[src/rtl/if_fetch_stage_pkg.sv]
// Shared pipeline definitions for the fetch stage and the IF/ID register.
//   fetch_state_e : fetch handshake FSM states (request, wait, hold)
//   NOP_INSTR     : bubble word placed in the IF/ID register on flush/reset
//   if_id_t       : IF/ID bundle {instr, pc, pcplus4, valid}
package if_fetch_stage_pkg;

    typedef enum logic [1:0] {
        ST_REQ  = 2'd0,   // request driven, waiting for grant
        ST_WAIT = 2'd1,   // one request outstanding, waiting for data
        ST_HOLD = 2'd2    // word returned but decode not ready; word buffered
    } fetch_state_e;

    localparam logic [31:0] NOP_INSTR = 32'h0000_0000;

    typedef struct packed {
        logic [31:0] instr;
        logic [31:0] pc;
        logic [31:0] pcplus4;
        logic        valid;
    } if_id_t;

endpackage

[src/rtl/if_id_reg.sv]
// Pipeline register between two stages with flush > stall > load priority.
// Ports:
//   clk, rst      : clock, async active-high reset
//   load          : capture d this edge (ignored when stalled or flushed)
//   stall         : hold all contents
//   flush         : replace instr with the bubble word and clear valid;
//                   pc/pcplus4 are kept so the PC trail stays observable
//   d / q         : bundle in / registered bundle out
module if_id_reg
    import if_fetch_stage_pkg::*;
#(
    parameter logic [31:0] BUBBLE_INSTR = 32'h0000_0000,
    parameter logic [31:0] RESET_PC     = 32'h0000_0000
) (
    input  logic   clk,
    input  logic   rst,
    input  logic   load,
    input  logic   stall,
    input  logic   flush,
    input  if_id_t d,
    output if_id_t q
);

    always_ff @(posedge clk or posedge rst) begin
        if (rst) begin
            q.instr   <= BUBBLE_INSTR;
            q.pc      <= RESET_PC;
            q.pcplus4 <= RESET_PC;
            q.valid   <= 1'b0;
        end else if (flush) begin
            q.instr <= BUBBLE_INSTR;
            q.valid <= 1'b0;
        end else if (load && !stall) begin
            q <= d;
        end
    end

endmodule

[src/rtl/if_fetch_stage.sv]
// Instruction-fetch stage plus IF/ID register.
// Runs a single-outstanding request/response handshake with instruction
// memory for the address on PCF, buffers the returned word while decode is
// stalled or flushed, and pulses FetchEn (to the PC register enable) on the
// cycle a word is handed to the IF/ID register.
// Ports:
//   clk, rst               : clock, async active-high reset
//   PCF, PCPlus4F          : current fetch address and its +4
//   StallD, FlushD         : hazard-unit hold / bubble requests for IF/ID
//   ImemReq, ImemAddr      : memory request valid / address (= PCF)
//   ImemGnt                : memory accepted the request
//   ImemRValid, ImemRData  : returned instruction word
//   FetchEn                : handoff strobe, drives PC register enable
//   InstrD, PCD, PCPlus4D, ValidD : IF/ID register contents
//   ErrSpurious            : sticky, read data seen with nothing outstanding
module if_fetch_stage #(
    parameter logic [31:0] NOP_INSTR = if_fetch_stage_pkg::NOP_INSTR,
    parameter logic [31:0] RESET_PCD = 32'h0000_0000
) (
    input  logic        clk,
    input  logic        rst,
    input  logic [31:0] PCF,
    input  logic [31:0] PCPlus4F,
    input  logic        StallD,
    input  logic        FlushD,
    output logic        ImemReq,
    output logic [31:0] ImemAddr,
    input  logic        ImemGnt,
    input  logic        ImemRValid,
    input  logic [31:0] ImemRData,
    output logic        FetchEn,
    output logic [31:0] InstrD,
    output logic [31:0] PCD,
    output logic [31:0] PCPlus4D,
    output logic        ValidD,
    output logic        ErrSpurious
);
    import if_fetch_stage_pkg::*;

    fetch_state_e state, state_next;
    if_id_t       fetched, hold_buf, id_d, id_q;
    logic         rsp, ready, handoff, err;

    // PCF is stable until handoff, so it can be paired with the returning word.
    assign fetched = '{instr: ImemRData, pc: PCF, pcplus4: PCPlus4F, valid: 1'b1};

    assign rsp     = (state == ST_WAIT) && ImemRValid;
    // A flush suppresses handoff too: the word must not be lost into a bubble.
    assign ready   = !StallD && !FlushD;
    assign handoff = !rst && ready && (rsp || (state == ST_HOLD));

    assign ImemReq  = !rst && (state == ST_REQ);
    assign ImemAddr = PCF;
    assign FetchEn  = handoff;

    always_comb begin
        state_next = state;
        case (state)
            ST_REQ:  if (ImemGnt)    state_next = ST_WAIT;
            ST_WAIT: if (ImemRValid) state_next = handoff ? ST_REQ : ST_HOLD;
            ST_HOLD: if (handoff)    state_next = ST_REQ;
            default:                 state_next = ST_REQ;
        endcase
    end

    always_ff @(posedge clk or posedge rst) begin
        if (rst) begin
            state    <= ST_REQ;
            hold_buf <= '0;
            err      <= 1'b0;
        end else begin
            state <= state_next;
            if (rsp && !handoff)
                hold_buf <= fetched;
            // Data with nothing outstanding: ignored, but flagged until reset.
            if (ImemRValid && (state != ST_WAIT))
                err <= 1'b1;
        end
    end

    assign id_d = (state == ST_HOLD) ? hold_buf : fetched;

    if_id_reg #(
        .BUBBLE_INSTR (NOP_INSTR),
        .RESET_PC     (RESET_PCD)
    ) u_if_id (
        .clk   (clk),
        .rst   (rst),
        .load  (handoff),
        .stall (StallD),
        .flush (FlushD),
        .d     (id_d),
        .q     (id_q)
    );

    assign InstrD      = id_q.instr;
    assign PCD         = id_q.pc;
    assign PCPlus4D    = id_q.pcplus4;
    assign ValidD      = id_q.valid;
    assign ErrSpurious = err;

endmodule

[config.mk]
export PLATFORM = sky130hd
export DESIGN_NAME = if_fetch_stage
export DESIGN_NICKNAME = d
export VERILOG_FILES = /design/src/rtl/if_fetch_stage_pkg.sv /design/src/rtl/if_id_reg.sv /design/src/rtl/if_fetch_stage.sv
export SDC_FILE = /design/constraint.sdc
export NUM_CORES = 1
export LEC_CHECK = 0
export CELL_PAD_IN_SITES_DETAIL_PLACEMENT = 1
export CELL_PAD_IN_SITES_GLOBAL_PLACEMENT = 1
export CORE_ASPECT_RATIO = 0.9
export CORE_UTILIZATION = 36
export DETAILED_ROUTE_END_ITERATION = 7
export PLACE_DENSITY = 0.82
export SYNTH_ARGS = -nofsm -noshare
export SYNTH_HDL_FRONTEND = slang
export SYNTH_SLANG_ARGS = --single-unit
[constraint.sdc]
create_clock -name clk -period 6.7 [get_ports clk]
set_clock_uncertainty 0.05 [all_clocks]
set_input_delay 1.005 -clock clk [delete_from_list [all_inputs] [get_ports clk]]
set_output_delay 1.005 -clock clk [all_outputs]
set_load 0.02 [all_outputs]
; Word-level counts from Yosys, hierarchy flattened
; Cells that the tools add are included.
[totals]
output_inout_bits = 132
ff_bits = 197
inputBits = 102
[classes]
n_eq_ne = 6
muxes = 9
n_reduce_logical = 17
bitwise_logic = 1
[op_table]
columns = op, n
row1 = 97-bit two-way mux, 2
row2 = 32-bit two-way mux, 1
row3 = 1-bit logical AND, 8
row4 = 2-bit two-way mux, 4
row5 = "2-bit inequality test, second input constant", 3
row6 = 2-bit case mux with 3 select lines, 1
row7 = 1-bit zero test, 4
row8 = 3-bit AND reduction, 1
row9 = "2-bit by 1-bit == test with 1-bit output, second input constant", 1
row10 = "2-bit == test, second input constant", 1
row11 = 2-bit zero test, 1
row12 = "2-bit by 1-bit inequality test with 1-bit output, second input constant", 1
row13 = 2-bit AND reduction, 1
row14 = 2-bit nonzero test, 1
row15 = 1-bit logical OR, 1
row16 = 1-bit two-way mux, 1
row17 = 1-bit NOT, 1

; Depth between registers and ports, before layout
; Gate-level depths: netlist of the first run.
[logic_depth]
ltp_word = 7
ltp_mapped = 7
ltp_nobuf = 4

; Cells and area by module
; A second synthesis of the first run with hierarchy kept.
[unflattened]
hier_cells = 642
hier_area_um2 = 8848.5
[by_module_without_submodules]
columns = module, area_per_inst_um2, seq_area_each_um2, n_inst, cells_per_inst
row1 = if_fetch_stage, 5129.9, 2502.4, 1, 360
row2 = if_id_reg, 3718.6, 2427.3, 1, 282

; Least setup slack after synthesis of the first run
; No wires, ideal clock.
[synth_timing]
path_kind = input -> output
startpoint = input port rst
endpoint = output port FetchEn
n_path_buf = 2
t_required_ps = 5645
t_arrival_ps = 2007
path_slack_ps = 3638
stages = 5
path_cell_list = or3_1 a21o_2 inv_4 buf_8 buf_6
[synth_between]
elab_chain_len = 3
[synth_lines]
columns = element, line_no
row1 = from (decl), if_fetch_stage.sv:21  ; input logic rst,
row2 = 1-bit zero test (no source line), --
row3 = 1-bit logical AND (2 in a row), if_fetch_stage.sv:50  ; assign handoff = !rst && ready && (rsp || (state == ST_HOLD));
row4 = to (decl), if_fetch_stage.sv:31  ; output logic FetchEn,
; No other way between the ends.

; Worst setup path in the final report of the first run
[layout_timing]
startpoint = input port FlushD
endpoint = output port FetchEn
[layout_between]
elab_chain_len = 4
[layout_lines]
columns = element, line_no
row1 = from (decl), if_fetch_stage.sv:25  ; input logic FlushD,
row2 = 1-bit zero test, if_fetch_stage.sv:49  ; assign ready = !StallD && !FlushD;
row3 = 1-bit logical AND, if_fetch_stage.sv:49
row4 = 1-bit logical AND (2 in a row), if_fetch_stage.sv:50
; No other way between the ends.

==> summary.txt, run 1 <==
STA
  • Final setup fails: 0
  • Final Slew Violations: 0
  • Final worst slack: 2.26 ns
  • Worst-margin pin slew: 1.16 ns
  • Crit path time final: 4.44 ns
  • Setup TNS: 0 ns
  • Hold slack: 0.413 ns
  • Crit share post-route: 66.2%
  • Slew headroom: 22.3%
  • Final hold violation count: 0
  • FMAX: 225 MHz
  • RSZ-0062 raised after global routing: false

Placed design
  • Placed Cells: 1084
  • Dpl hpwl: 13700 um
  • Post-place setup slack: 2.22 ns
  • Placed instance area: 11200 sq um
  • Placer congestion estimate: 0.703
  • PortBufs: 233

GRT
  • All-Layer GR Usage: 17.3%
  • Largest net degree at the start of global routing: 141
  • First-pass GRT wire length: 33700 um
  • Initial antenna violation count: 1
  • Number of global-route vias before repair: 6064
  • Grt total ovfl: 0

Clocking
  • CTS tree: built
  • Max clock buf depth: 2
  • Clk sinks: 197
  • Clk slew on worst S/H paths: 0.07 ns
  • Root buffer cell: clkbuf_16
  • Setup Buffers After CTS: 0
  • Clk Latency, worst-skew pair: 0.42 ns
  • TritonCTS Buffers: 17
  • Gates resized, CTS repair: 0
  • Number of H-tree levels: 4
  • Hold buffers post-CTS: 0

Layout
  • Diode count: 0
  • Cell Count, Final, Fillers Out: 1116
  • Most frequent cells in the layout: clkdlybuf4s50_1 (233), mux2_2 (202), dfrtp_1 (197)
  • Final core occ: 48.5%
  • Layout cells sized above 1: 30.4%
  • Design area: 11800 sq um
  • Commonest non-fill, non-tap cell in the layout: clkdlybuf4s50_1
  • Final net count: 897
  • Area delta synth->final: 32.5%

Floorplan
  • Starting Density: 36.6%
  • Die Footprint: 25300 sq um
  • Top Ports: 234
  • Core area: 24300 sq um
  • Row cnt: 54
  • Die extent in y: 151 um
  • Die X-Extent: 168 um

Setup path
  • Cell mode on critical path: clkdlybuf4s50_1
  • Critical Path Sink Type: primary output
  • Worst path max stage delay: 0.71 ns
  • Worst reg2reg path depth: 5
  • Max stage delay cell, worst path: clkdlybuf4s50_1
  • FF-to-FF End: u_if_id.q[17]
  • Crit. Startpoint: FlushD
  • CP Depth: 6
  • Worst setup SP type: primary input
  • CP Class: in -> out
  • Buf/Inv on CP: 4
  • Worst EP arrival: 3.38 ns
  • R2r setup slk: 3.57 ns
  • Crit path required time: 5.64 ns
  • Setup crit end: FetchEn
  • Launch point of the worst reg-to-reg path: state[0]
  • Max Fanout on Critical Path: 36
  • Crit-path cells: clkdlybuf4s50_1 > buf_4 > or3_1 > a21o_2 > inv_4 > clkdlybuf4s50_1
  • Delay-heaviest family, CP: buffers and inverters

Routing
  • Via Count: 5465
  • WL/cell: 18.7 um
  • DR pass1 iterations: 4
  • Iter 0 DRT Violations: 163
  • Final wirelength: 20900 um
  • DR vias/cell: 4.90
  • DRC Markers: 0
  • Routed Antenna Nets: 0

Power
  • Clk pwr share: 20.4%
  • Seq pwr share: 40.3%
  • Net Sw Frac: 32.8%
  • P_int: 3.27 mW
  • Pwr/cell area: 414 nW/um^2
  • VDD IR max: 0.000212 V
  • Leakage power: 4.92 nW
  • Total Power: 4.86 mW
  • Combinational fraction of design power: 39.3%
  • Sw power: 1.59 mW

Synthesis
  • Syn nets: 706
  • Yosys warns: 0
  • Synth Instances: 604
  • Register area share after synthesis: 55.5%
  • Mean Syn Cell Area: 14.7 sq um
  • Most area-hungry cell type in the Yosys netlist: dfrtp_1
  • Mapped Area: 8880 sq um
  • Distinct cells, synth: 24
  • Post-synth top area share: 55.5%
  • Synth area leaders: dfrtp_1 (56%), mux2_2 (26%), mux2i_1 (7.1%), buf_4 (3.6%), mux2_1 (2.8%)
  • Flops & latches, synth: 197

Hold path
  • Hold depth: 1
  • Hold WC Path Type: reg -> reg

Outcome
  • Outcome: finished clean

Run
  • # Max-Cap Violations: 0
==> routing by layer <==
layer,vias to the layer above,share of wire (%),global-route usage [%]
met5,-,0.057,0
met4,2,0.95,4.91
met3,14,5.1,4.49
met2,126,50,29.4
met1,2848,44,21.7
li1,2475,-,-
==> kinds of logic after synthesis <==
logic type	count (synthesis)	share of synthesized area (%)
AO/OA/AOI/OAI	7	0.507
buffers and inverters	70	5.50
flip-flops	197	55.5
multiplexers	287	35.5
AND/OR/NAND/NOR	43	2.97
==> worst min-delay path by stage <==
stage,start,end
global route,hold_buf[0],hold_buf[0]
floorplan,hold_buf[0],hold_buf[0]
global placement,ErrSpurious,ErrSpurious
CTS,ErrSpurious,ErrSpurious
finish,ErrSpurious,ErrSpurious
detailed placement,ErrSpurious,ErrSpurious
==> cell type report <==
cell class              count  area [sq um]
clock buffers              18           439
well taps                 308           385
multi-input cells         337          3480
inverters                   4          25.0
repair buffers            238          2380
fillers                  2420         12500
clock inverters            14           119
flip-flops and latches    197          4930
==> power by group through the flow <==
stage	sequential (mW)	clock, mW	combinational, mW
finish	1.96	0.991	1.91
floorplan	2.18	0	0.986
detailed placement	1.98	0	1.94
global placement	1.95	0	1.89
global route	2.04	1.07	2.05
CTS	1.97	1.03	1.95
==> state kept, by name, indices dropped and copies added, names as in the netlist <==
name	flops
ErrSpurious	1
state	2
hold_buf	97
u_if_id.q	97
==> cell usage after synthesis <==
master    instances
buf_4            43
or2_2             1
buf_2            13
buf_6             3
mux2i_1          63
a21oi_1           3
mux2_1           22
nor2b_1           1
a21o_2            1
a21o_1            1
or3_1             1
nor2_1            1
buf_8             2
o21ai_0           1
nor2_2            1
dfrtp_1         197
inv_4             1
mux2_2          202
nor3_1            3
clkbuf_1          5
nand2b_1         34
inv_1             3
a221oi_1          1
nand3b_1          1
(Power assumes the default switching activity.)
==> inputs of run 2 (changes only) <==
Settings changed: CORE_UTILIZATION 36 to 40, PLACE_DENSITY 0.82 to 0.86.
Clock period 6.7 ns to 4.5 ns, I/O delays scaled along.
==> run 2 against run 1 <==
Critical path depth stayed put. Setup slack got worse by 1.2 ns. Clock power up 49%. Sequential power is 50% higher. Hold slack better by 0.016 ns. Largest power group unchanged. Critical path type unchanged. First-iteration DRC count up 29%. Total power increased by 49%. Cell count fell by 1.3%. Routed wire length rose by 1.8%.
==> summary.txt, run 2 (synthesized netlist as in run 1, its figures left out) <==
Setup path
  • Critical Path Sink Type: primary output
  • Delay-heaviest family, CP: buffers and inverters
  • Worst EP arrival: 2.67 ns
  • Max Fanout on Critical Path: 35
  • Crit path required time: 3.77 ns
  • Crit. Startpoint: FlushD
  • CP Class: in -> out
  • Crit-path cells: clkdlybuf4s50_1 > buf_4 > or3_1 > a21o_2 > inv_4 > clkdlybuf4s50_1
  • Worst setup SP type: primary input
  • Max stage delay cell, worst path: clkdlybuf4s50_1
  • R2r setup slk: 1.93 ns
  • Worst path max stage delay: 0.64 ns
  • Setup crit end: FetchEn
  • Cell mode on critical path: clkdlybuf4s50_1
  • Buf/Inv on CP: 4
  • Worst reg2reg path depth: 4
  • CP Depth: 6
  • Launch point of the worst reg-to-reg path: state[0]
  • FF-to-FF End: u_if_id.q[31]

Hold path
  • HP Start: ErrSpurious
  • Hold WC Path Type: reg -> reg

Routing
  • DRC Markers: 0
  • Final wirelength: 21300 um
  • DR vias/cell: 4.95
  • Routed Antenna Nets: 0
  • Iter 0 DRT Violations: 211
  • WL/cell: 19.3 um
  • Via Count: 5455
  • DR pass1 iterations: 4

STA
  • FMAX: 295 MHz
  • Slew headroom: 32.0%
  • Crit path time final: 3.39 ns
  • RSZ-0062 raised after global routing: false
  • Crit share post-route: 75.4%
  • Final setup fails: 0
  • Final Slew Violations: 0
  • Final worst slack: 1.11 ns
  • Final hold violation count: 0
  • Worst-margin pin slew: 1.02 ns
  • Setup TNS: 0 ns

Floorplan
  • Top Ports: 234
  • Die X-Extent: 159 um
  • Core area: 21700 sq um
  • Die Footprint: 22800 sq um
  • Starting Density: 40.9%
  • Row cnt: 51
  • Die extent in y: 143 um

Clocking
  • Clk sinks: 197
  • Root buffer cell: clkbuf_16
  • Hold buffers post-CTS: 0
  • TritonCTS Buffers: 17
  • Gates resized, CTS repair: 0
  • Number of H-tree levels: 4
  • Clk Latency, worst-skew pair: 0.42 ns
  • Setup Buffers After CTS: 0
  • Clk slew on worst S/H paths: 0.08 ns
  • CTS tree: built
  • Max clock buf depth: 2

Power
  • VDD IR max: 0.000323 V
  • Leakage power: 4.95 nW
  • Pwr/cell area: 616 nW/um^2

Placed design
  • Dpl hpwl: 14300 um
  • Placer congestion estimate: 0.731
  • PortBufs: 233
  • Post-place setup slack: 1.12 ns

Layout
  • Area delta synth->final: 32.9%
  • Biggest regs: hold_buf x97, u_if_id.q x97, state x2
  • Most frequent cells in the layout: clkdlybuf4s50_1 (233), mux2_2 (202), dfrtp_1 (197)
  • Commonest non-fill, non-tap cell in the layout: clkdlybuf4s50_1
  • Final net count: 899
  • Layout cells sized above 1: 30.6%
  • Final core occ: 54.4%

GRT
  • Number of global-route vias before repair: 6190
  • First-pass GRT wire length: 34700 um
  • Largest net degree at the start of global routing: 96
  • All-Layer GR Usage: 19.4%
  • Initial antenna violation count: 1
  • Grt total ovfl: 0

Run
  • # Max-Cap Violations: 0

Outcome
  • Outcome: finished clean
## run 2: layout make-up
cell class                 instances  area (sq um)
inverter                           4          21.3
multi-input combinational        337          3480
tap                              291           364
antenna                            1          2.50
clock buffer                      17           425
clock inverter                    15           139
sequential                       197          4930
timing repair buffer             240          2430
fill                            2108          9900
## run 2: per-layer routing
metal	track usage (%)	vias up	share of wire, %
li1	-	2482	-
met1	23.6	2843	41
met2	35.1	110	54
met3	3.58	20	3.3
met4	6.33	0	1.7
met5	0	-	0
## run 2: worst min-delay path by stage
stage / to / slack [ns] / depth (start not counted)
after global routing: ErrSpurious / 0.44 / 1
after detailed placement: ErrSpurious / 0.41 / 1
after floorplan: hold_buf[0] / 0.39 / 1
after CTS: ErrSpurious / 0.43 / 1
after global placement: ErrSpurious / 0.40 / 1
final: ErrSpurious / 0.43 / 1
## run 2: worst reg2reg max path: cells and delay by family, from the launching register on
family                 cells  cell delay, ns
muxes                      2            0.70
and+or+nand+nor            1            0.60
buffers and inverters      1            0.60
DFF                        1            0.50
## run 2: metrics by stage
stage          area (sq um)  power [mW]  instances  hold slack, ns
2_1_floorplan          8880        4.71        604           0.391
3_3_place_gp          11200        5.72       1069           0.401
3_5_place_dp          11200        5.87       1069           0.409
4_1_cts               11800        7.38       1101           0.432
5_1_grt               11800        7.69       1102           0.441
6_report              11800        7.27       1102           0.429
## run 2: report_power, final
part	internal [mW]	switching, mW	leakage, nW
registers	2.53	0.406	2.42
logic	1.60	1.25	2.26
clock network	0.737	0.741	0.275
total	4.87	2.40	4.95
==> inputs of run 3 (changes only) <==
Settings changed: CORE_UTILIZATION 40 to 36, PLACE_DENSITY 0.86 to 0.82.
Clock period 4.5 ns to 2.8 ns, I/O delays scaled along.
==> run 3 against run 2 <==
Routed wire length fell by 3.7%. Non-clock buffer count rose by 4. Core utilization fell by 5.3 points. Flip-flop and latch count did not move. Global-route usage fell by 2.3 points. Register-to-register slack got worse by 1.1 ns. Design area rose by 0.90%. Sequential power rose by 59%. Cell count rose by 1.9%. First-iteration DRC count rose by 26%. Highest routed layer is now met5.
==> summary.txt, run 3 (synthesized netlist as in run 1, its figures left out) <==
Setup path
  • Worst path max stage delay: 0.64 ns
  • Critical Path Sink Type: primary output
  • Max stage delay cell, worst path: clkdlybuf4s50_1
  • Worst setup SP type: primary input
  • Delay-heaviest family, CP: buffers and inverters
  • Max Fanout on Critical Path: 3
  • Crit path required time: 2.33 ns
  • Buf/Inv on CP: 3
  • CP Class: in -> out
  • Cell mode on critical path: clkdlybuf4s50_1
  • Worst EP arrival: 2.25 ns
  • Crit-path cells: clkdlybuf4s50_1 > or3_1 > a21o_2 > inv_4 > clkdlybuf4s50_1

Clocking
  • Max clock buf depth: 2
  • Clk slew on worst S/H paths: 0.07 ns
  • Hold buffers post-CTS: 0
  • Setup Buffers After CTS: 0
  • TritonCTS Buffers: 17
  • Root buffer cell: clkbuf_16
  • Gates resized, CTS repair: 0
  • Clk sinks: 197
  • CTS tree: built
  • Clk Latency, worst-skew pair: 0.42 ns
  • Number of H-tree levels: 4

Layout
  • Cell Count, Final, Fillers Out: 1123
  • Most frequent cells in the layout: clkdlybuf4s50_1 (233), mux2_2 (202), dfrtp_1 (197)
  • Layout cells sized above 1: 31.0%
  • Multi-input logic area: 3480 sq um
  • Commonest non-fill, non-tap cell in the layout: clkdlybuf4s50_1
  • Biggest regs: hold_buf x97, u_if_id.q x97, state x2
  • Reg area: 4930 sq um
  • Final net count: 903
  • Area delta synth->final: 34.1%
  • Filler cells: 2418

STA
  • Crit path time final: 2.72 ns
  • Final Slew Violations: 0
  • FMAX: 368 MHz
  • Crit share post-route: 97.2%
  • Worst-margin pin slew: 0.592 ns
  • RSZ-0062 raised after global routing: false
  • Final hold violation count: 0
  • Slew headroom: 60.6%
  • Final setup fails: 0

Placed design
  • Dpl hpwl: 13700 um
  • Placer congestion estimate: 0.692
  • Placed Cells: 1090
  • PortBufs: 233

Routing
  • DR vias/cell: 4.82
  • Via Count: 5417
  • WL/cell: 18.2 um
  • DR pass1 iterations: 4
  • Final wirelength: 20500 um
  • Routed Antenna Nets: 0
  • DRC Markers: 0
  • Iter 0 DRT Violations: 266

Power
  • Pwr/cell area: 984 nW/um^2
  • Total Power: 11.7 mW
  • VDD IR max: 0.000495 V
  • Leakage power: 4.98 nW

GRT
  • Grt total ovfl: 0
  • Initial antenna violation count: 1
  • Number of global-route vias before repair: 6020
  • All-Layer GR Usage: 17.1%
  • First-pass GRT wire length: 33500 um
  • Largest net degree at the start of global routing: 102

Floorplan
  • Starting Density: 36.6%
  • Core area: 24300 sq um
  • Row cnt: 54
  • Top Ports: 234
  • Die X-Extent: 168 um
  • Die extent in y: 151 um
  • Die Footprint: 25300 sq um

Outcome
  • Outcome: finished clean

Run
  • # Max-Cap Violations: 0

Hold path
  • Hold WC Path Type: reg -> reg
## run 3: metrics by stage
stage	instance area [sq um]	hold slack [ns]	setup slack, ns	TNS (ns)	utilization, %
global route	11900	0.462	0.0293	0	49.1
CTS	11900	0.415	0.0796	0	49.1
finish	11900	0.415	0.0797	0	49.1
global placement	11300	0.393	0.102	0	46.7
floorplan	8880	0.391	-0.216	-42.63	-
detailed placement	11300	0.398	0.0788	0	46.7
## run 3: layer usage
metal  part of all wire [%]  global-route usage (%)  up-vias
li1                       -                       -     2487
met1                     44                    21.5     2786
met2                     50                    28.8      128
met3                    5.6                    4.89       14
met4                    1.1                    5.14        2
met5                  0.063                       0        -
## run 3: final timing paths
path,cells past startpoint,slack (ns),end,startpoint
setup / recovery,5,0.08,FetchEn,rst
max in group asynchronous,4,1.65,u_if_id.q[21],rst
hold / removal,1,0.41,ErrSpurious,ErrSpurious
hold reg to reg,1,0.41,ErrSpurious,ErrSpurious
setup reg to reg,4,0.84,u_if_id.q[25],state[1]
min in group asynchronous,4,0.58,hold_buf[33],rst
## run 3: final cells by class
class	count	area share (%)
Antenna cell	1	0.0210
Clock inverter	13	0.977
Inverter	4	0.179
Multi-Input combinational cell	337	29.2
Sequential cell	197	41.4
Timing Repair Buffer	244	21.1
Clock buffer	19	3.80
Tap cell	308	3.24
## run 3: power breakdown
part	leakage [nW]	total (mW)	switching (mW)	internal, mW
combinational	2.29	4.63	2.00	2.63
sequential	2.42	4.68	0.617	4.07
clock	0.273	2.40	1.18	1.22
total	4.98	11.7	3.80	7.92
